`src/rtl/superh16_pkg.sv`:
```
// Shared types and widths for the SuperH16 load-queue replay scheduler.
//   rs_state_e : replay-buffer entry state
//   rs_entry_t : one replay-buffer entry payload
//   rob_age()  : ROB index distance from the current head (wrap-safe age)
package superh16_pkg;

  localparam int unsigned NUM_LOAD_UNITS        = 2;
  localparam int unsigned LQ_IDX_BITS           = 5;
  localparam int unsigned ROB_IDX_BITS          = 8;
  localparam int unsigned DEFAULT_MSHR_IDX_BITS = 3;

  typedef enum logic [1:0] {
    RS_FREE  = 2'd0,
    RS_WAIT  = 2'd1,
    RS_READY = 2'd2
  } rs_state_e;

  typedef struct packed {
    rs_state_e                        state;
    logic [LQ_IDX_BITS-1:0]           lq_idx;
    logic [ROB_IDX_BITS-1:0]          rob_idx;
    logic [DEFAULT_MSHR_IDX_BITS-1:0] mshr_idx;
  } rs_entry_t;

  // Modular distance from the ROB head; smaller means older.
  function automatic logic [ROB_IDX_BITS-1:0] rob_age(
    input logic [ROB_IDX_BITS-1:0] rob,
    input logic [ROB_IDX_BITS-1:0] head
  );
    return rob - head;
  endfunction

endpackage

```
`src/rtl/superh16_age_pick_n.sv`:
```
// N-oldest selector: ranks every valid entry by age and reports the
// entries of rank 0..N_PICK-1 (oldest first). Ages of valid entries are
// assumed unique.
//   valid       : entry valid mask
//   age         : per-entry age, smaller = older
//   pick_valid_c: pick slot p holds an entry
//   pick_idx_c  : entry index for pick slot p
module superh16_age_pick_n #(
  parameter int unsigned N_ENTRIES = 16,
  parameter int unsigned N_PICK    = 2,
  parameter int unsigned AGE_W     = 8,
  parameter int unsigned IDX_W     = $clog2(N_ENTRIES)
) (
  input  logic [N_ENTRIES-1:0] valid,
  input  logic [AGE_W-1:0]     age [N_ENTRIES],
  output logic                 pick_valid_c [N_PICK],
  output logic [IDX_W-1:0]     pick_idx_c [N_PICK]
);

  localparam int unsigned RANK_W = $clog2(N_ENTRIES) + 1;

  logic [RANK_W-1:0] rank [N_ENTRIES];

  // Rank = number of valid entries strictly older than this one.
  always_comb begin
    for (int e = 0; e < int'(N_ENTRIES); e++) begin
      rank[e] = '0;
      for (int j = 0; j < int'(N_ENTRIES); j++) begin
        if (valid[j] && (j != e) && (age[j] < age[e])) begin
          rank[e] = rank[e] + RANK_W'(1);
        end
      end
    end
  end

  // Slot p takes the unique valid entry whose rank is p.
  always_comb begin
    for (int p = 0; p < int'(N_PICK); p++) begin
      pick_valid_c[p] = 1'b0;
      pick_idx_c[p]   = '0;
      for (int e = 0; e < int'(N_ENTRIES); e++) begin
        if (valid[e] && (rank[e] == RANK_W'(p))) begin
          pick_valid_c[p] = 1'b1;
          pick_idx_c[p]   = IDX_W'(e);
        end
      end
    end
  end

endmodule

```
`src/rtl/superh16_lq_replay_sched.sv`:
```
// Replay scheduler for loads that missed the D-cache. Missed loads park
// in WAIT until their MSHR fills, become READY, and are replayed oldest
// first across the load-unit ports. Flush kills parked loads younger
// than flush_rob_idx.
//   park_*      : park requests from each load unit, park_accept reply
//   fill_*      : MSHR fill completion
//   replay_*    : replay requests to load units with ready handshake
//   rob_head_idx: age base for ordering and flush comparisons
//   flush*      : pipeline flush and its boundary ROB index
//   full/occupancy: count of non-FREE entries
module superh16_lq_replay_sched
  import superh16_pkg::*;
#(
  parameter int unsigned RS_ENTRIES    = 16,
  parameter int unsigned NUM_PORTS     = NUM_LOAD_UNITS,
  parameter int unsigned MSHR_IDX_BITS = DEFAULT_MSHR_IDX_BITS
) (
  input  logic                          clk,
  input  logic                          rst_n,
  input  logic                          park_valid    [NUM_PORTS],
  input  logic [LQ_IDX_BITS-1:0]        park_lq_idx   [NUM_PORTS],
  input  logic [ROB_IDX_BITS-1:0]       park_rob_idx  [NUM_PORTS],
  input  logic [MSHR_IDX_BITS-1:0]      park_mshr_idx [NUM_PORTS],
  output logic                          park_accept   [NUM_PORTS],
  input  logic                          fill_valid,
  input  logic [MSHR_IDX_BITS-1:0]      fill_mshr_idx,
  output logic                          replay_valid   [NUM_PORTS],
  output logic [LQ_IDX_BITS-1:0]        replay_lq_idx  [NUM_PORTS],
  output logic [ROB_IDX_BITS-1:0]       replay_rob_idx [NUM_PORTS],
  input  logic                          replay_ready   [NUM_PORTS],
  input  logic [ROB_IDX_BITS-1:0]       rob_head_idx,
  input  logic                          flush,
  input  logic [ROB_IDX_BITS-1:0]       flush_rob_idx,
  output logic                          full,
  output logic [$clog2(RS_ENTRIES):0]   occupancy
);

  localparam int unsigned OCC_W = $clog2(RS_ENTRIES) + 1;
  localparam int unsigned IDX_W = $clog2(RS_ENTRIES);
  localparam int unsigned PM_W  = DEFAULT_MSHR_IDX_BITS;

  rs_entry_t rs_q [RS_ENTRIES];
  rs_entry_t rs_d [RS_ENTRIES];

  logic [RS_ENTRIES-1:0]   ready_mask;
  logic [RS_ENTRIES-1:0]   free_mask;
  logic [RS_ENTRIES-1:0]   hs_mask;
  logic [ROB_IDX_BITS-1:0] age [RS_ENTRIES];
  logic [ROB_IDX_BITS-1:0] flush_age;
  logic                    pick_valid [NUM_PORTS];
  logic [IDX_W-1:0]        pick_idx [NUM_PORTS];
  logic [OCC_W-1:0]        occ_cnt;
  logic [OCC_W-1:0]        free_cnt;
  logic [OCC_W-1:0]        pv_cnt;
  logic [OCC_W-1:0]        prior [NUM_PORTS];
  logic [OCC_W-1:0]        ord;

  // Per-entry status decode and age relative to the ROB head.
  always_comb begin
    occ_cnt  = '0;
    free_cnt = '0;
    for (int e = 0; e < int'(RS_ENTRIES); e++) begin
      ready_mask[e] = (rs_q[e].state == RS_READY);
      free_mask[e]  = (rs_q[e].state == RS_FREE);
      age[e]        = rob_age(rs_q[e].rob_idx, rob_head_idx);
      if (free_mask[e]) free_cnt = free_cnt + OCC_W'(1);
      else              occ_cnt  = occ_cnt + OCC_W'(1);
    end
    flush_age = rob_age(flush_rob_idx, rob_head_idx);
  end

  assign occupancy = occ_cnt;
  assign full      = (occ_cnt == OCC_W'(RS_ENTRIES));

  // Port i is granted when enough free entries remain after all lower
  // requesting ports; prior[i] is its rank among requesters.
  always_comb begin
    pv_cnt = '0;
    for (int i = 0; i < int'(NUM_PORTS); i++) begin
      prior[i]       = pv_cnt;
      park_accept[i] = park_valid[i] && !flush && (free_cnt > pv_cnt);
      if (park_valid[i]) pv_cnt = pv_cnt + OCC_W'(1);
    end
  end

  superh16_age_pick_n #(
    .N_ENTRIES (RS_ENTRIES),
    .N_PICK    (NUM_PORTS),
    .AGE_W     (ROB_IDX_BITS),
    .IDX_W     (IDX_W)
  ) u_pick (
    .valid        (ready_mask),
    .age          (age),
    .pick_valid_c (pick_valid),
    .pick_idx_c   (pick_idx)
  );

  // Replay outputs come straight from registered state; zeroed when idle.
  always_comb begin
    for (int p = 0; p < int'(NUM_PORTS); p++) begin
      replay_valid[p]   = pick_valid[p] && !flush;
      replay_lq_idx[p]  = '0;
      replay_rob_idx[p] = '0;
      if (replay_valid[p]) begin
        replay_lq_idx[p]  = rs_q[pick_idx[p]].lq_idx;
        replay_rob_idx[p] = rs_q[pick_idx[p]].rob_idx;
      end
    end
  end

  // Entries whose replay handshake completes this cycle.
  always_comb begin
    hs_mask = '0;
    for (int p = 0; p < int'(NUM_PORTS); p++) begin
      if (replay_valid[p] && replay_ready[p]) begin
        hs_mask[pick_idx[p]] = 1'b1;
      end
    end
  end

  // Next-state: fill wakeup, replay/flush release, then park into entries
  // that are FREE in the current state (released entries wait a cycle).
  always_comb begin
    ord = '0;
    for (int e = 0; e < int'(RS_ENTRIES); e++) begin
      rs_d[e] = rs_q[e];
      if ((rs_q[e].state == RS_WAIT) && fill_valid &&
          (rs_q[e].mshr_idx == PM_W'(fill_mshr_idx))) begin
        rs_d[e].state = RS_READY;
      end
      if (hs_mask[e]) begin
        rs_d[e].state = RS_FREE;
      end
      if (flush && !free_mask[e] && (age[e] > flush_age)) begin
        rs_d[e].state = RS_FREE;
      end
      if (free_mask[e]) begin
        for (int i = 0; i < int'(NUM_PORTS); i++) begin
          if (park_accept[i] && (prior[i] == ord)) begin
            rs_d[e].lq_idx   = park_lq_idx[i];
            rs_d[e].rob_idx  = park_rob_idx[i];
            rs_d[e].mshr_idx = PM_W'(park_mshr_idx[i]);
            rs_d[e].state    = (fill_valid && (park_mshr_idx[i] == fill_mshr_idx))
                               ? RS_READY : RS_WAIT;
          end
        end
        ord = ord + OCC_W'(1);
      end
    end
  end

  // Entry state register.
  always_ff @(posedge clk or negedge rst_n) begin
    if (!rst_n) begin
      for (int e = 0; e < int'(RS_ENTRIES); e++) begin
        rs_q[e] <= '0;
      end
    end else begin
      for (int e = 0; e < int'(RS_ENTRIES); e++) begin
        rs_q[e] <= rs_d[e];
      end
    end
  end

endmodule

```
`config.mk`:
```
export PLATFORM = sky130hd
export DESIGN_NAME = superh16_lq_replay_sched
export DESIGN_NICKNAME = d
export VERILOG_FILES = /design/src/rtl/superh16_pkg.sv /design/src/rtl/superh16_age_pick_n.sv /design/src/rtl/superh16_lq_replay_sched.sv
export SDC_FILE = /design/constraint.sdc
export NUM_CORES = 2
export LEC_CHECK = 0
export CORE_ASPECT_RATIO = 0.7
export CORE_UTILIZATION = 51
export CTS_BUF_LIST = sky130_fd_sc_hd__clkbuf_8
export DETAILED_ROUTE_END_ITERATION = 7
export HOLD_SLACK_MARGIN = 0.02
export MAX_ROUTING_LAYER = met4
export PLACE_DENSITY = 0.67
export SYNTH_ARGS = -nofsm -noshare
export SYNTH_HDL_FRONTEND = slang
export SYNTH_HIERARCHICAL = 1
export SYNTH_SLANG_ARGS = --single-unit
```
`constraint.sdc`:
```
create_clock -name clk -period 80.5 [get_ports clk]
set_clock_uncertainty 0.05 [all_clocks]
set_input_delay 24.15 -clock clk [delete_from_list [all_inputs] [get_ports clk]]
set_output_delay 24.15 -clock clk [all_outputs]
set_load 0.005 [all_outputs]
```
==> results.toml <==
[run_status]
status = "finished with violations"
failed_checks = "DRC, capacitance limit, slew limit"

[layout]
fin_nets = 10800
drive_gt1_share_pct = 9.71
multi_input_area_mm2 = 0.0650
finish.instance_area_mm2 = 0.0806
register_area_mm2 = 0.00721
final_cell_mix = "ha_1, a21oi_1, nand2_1, nor2_1, inv_1"
largestRegisters = "rs_q x288"
area_growth_pct = 7.86
final_common_cell = "ha_1"
nFillCells = 13400
largest_reg_flops = 288
regMostFlops = "rs_q"

[yosys]
synth.cell_area_mm2 = 0.0747
syn_avg_cell_area_um2 = 8.21
synthCells = 9097
synth_cell_type_count = 131
ys_ff_latch = 288
synthFlopType = "dfrtp_1"
synth_edf_count = 0
yosysWarningCount = 6
async_flop_share_pct = 100
synth_nets = 10600
seq_area_frac_synth_pct = 9.65

[floorplan]
top_level_ports = 95
start_util_pct = 51.4
die_h_um = 322
fp.dieArea_mm2 = 0.148
core_mm2 = 0.145
die_w_um = 459
rows = 117

[cts]
cts_tree = "done"
cts_root_buf = "clkbuf_8"
clkLatencyLatePin_ns = 0.65
clockBufferDepth = 3
h-tree-depth = 2
cts_buffers = 38
holdBufCountCts = 0
cts_resized = 0
clock_sinks = 288
post_cts_buffers = 0
clk_pin_slew_worst_paths_ns = 0.07

[grt]
track_usage_pct = 47.1
grt_pass1_vias = 71500
grt_pass1_wl_um = 495000
overflow = 0
busiest_layer = "met1"
met2_usage_pct = 57.9
antenna_found_initial = 34
grt_util_met3_pct = 23.6
grtUsageMet1_pct = 63.9
grt_max_degree = 81

[setup_path]
critPathMaxFanout = 56
startpoint = "rob_head_idx[3]"
max_stage_delay_ns = 1.09
cp-end-kind = "output port"
critPathMostFrequentCell = "ha_1"
rr_startpoint = "rs_q[165]"
startpoint_type = "input pin"
slowest_stage = "o21ai_0"
critPathRequiredTime_ns = 56.30
arrival_ns = 42.80
path_class = "input pin to output port"

[min_path]
hold_class = "flip-flop to flip-flop"
worstHoldStart = "rs_q[108]"

[detailed_routing]
drt_iter0_drc = 13300
viasPerCell = 7.08
wirelength_um = 352000
wl_per_cell_um = 31.3
num_vias = 79800
first_pass_iters = 8
ant_nets = 0
drc = 15

[place]
io_buffers = 94
place_area_mm2 = 0.0796
hpwl_um = 266000
place_ws_ns = 14.39
routabilityCongestion = 1.09

[sta]
setup_tns_ns = 0
min_period_ns = 67.00
rsz0062_at_grt = "false"
hold_viol = 0
tightestPinTransition_ns = 1.57
setup_viol = 0
slew_headroom_pct = -5.48
slew_violations = 26
worst_slack_ns = 13.50
whs_ns = 0.447
fin_crit_sh_pct = 83.2
fmax_ghz = 0.0149

[flow_run]
max-cap-violations = 4
## final timing paths
check | to | slack [ns] | cells after the start
max | replay_rob_idx[7] | 13.50 | 71
min | rs_q[108] | 0.45 | 2
max reg2reg | rs_q[53] | 62.47 | 75
min reg2reg | rs_q[108] | 0.45 | 2
max in group asynchronous | rs_q[110] | 53.57 | 4
min in group asynchronous | rs_q[47] | 23.40 | 1
## Yosys cell counts (all sizes together), types with 31 or more instances
cell type,count,area share (%)
or2,78,0.65
mux2,75,1.1
xor2,256,3.2
o21bai,36,0.36
a21o,180,1.8
mux2i,102,1.4
o21a,110,1.1
o211ai,115,1.2
nand2,658,3.3
and2,151,1.3
o221a,31,0.47
o2bb2ai,42,0.49
nand4,343,2.9
inv,549,2.8
nand2b,117,0.98
or3,44,0.38
o31ai,68,0.70
dfrtp,288,9.7
nor4,46,0.45
a22oi,51,0.52
a211oi,44,0.47
nor2,567,2.9
buf,83,0.57
nor2b,183,1.5
nand3,224,1.5
xnor2,557,6.9
a221o,106,1.4
xnor3,68,2.1
nor3b,56,0.58
o21ai,407,2.8
nor3,205,1.5
clkbuf,181,0.91
a31oi,72,0.60
and3,95,0.80
ha,1472,25
a21oi,696,4.7
mux4,130,3.9
o22ai,85,0.73
## routing by layer
metal | vias up | part of all wire (%) | wire length [µm]
li1 | 34500 | - | -
met1 | 38300 | 41 | 145000
met2 | 5933 | 36 | 126000
met3 | 1135 | 19 | 65300
met4 | 0 | 4.7 | 16500
met5 | - | 0 | 0
## worst max-delay path, delay by kind of cell
kind | cells | cell delay (ns)
AO/OA/AOI/OAI | 22 | 5.01
adder cells (fa/ha/maj) | 15 | 4.68
AND/OR/NAND/NOR | 19 | 3.53
buffers and inverters | 9 | 3.26
multiplexers | 4 | 1.61
XOR/XNOR | 2 | 0.46
## cell type report
type	count	share of cell area (%)
multi-input combinational	7996	80.6
sequential	288	8.95
timing repair buffer	365	3.70
tap	1963	3.05
inverter	549	2.56
clock buffer	50	0.854
antenna	45	0.140
clock inverter	15	0.120
## cell families (layout without fill, tap and decap cells)
logic type,count (synthesis),count (layout),share of synthesized area (%)
AND/OR/NAND/NOR,2903,2903,20.3
buffers and inverters,813,979,4.24
adder cells (fa/ha/maj),1491,1491,25.1
flip-flops,288,288,9.65
XOR/XNOR,893,893,12.5
multiplexers,307,307,6.44
other,0,45,0
AO/OA/AOI/OAI,2402,2402,21.8
## per-stage QoR
stage / utilization [%] / std cells
3_5_place_dp: 54.8 / 11200
5_1_grt: 55.4 / 11300
6_report: 55.4 / 11300
3_3_place_gp: 54.8 / 11200
2_1_floorplan: - / 9097
4_1_cts: 55.3 / 11200
Power is not shown: default switching activity piles up to over one toggle a cycle in this logic, so the estimate is an artifact.
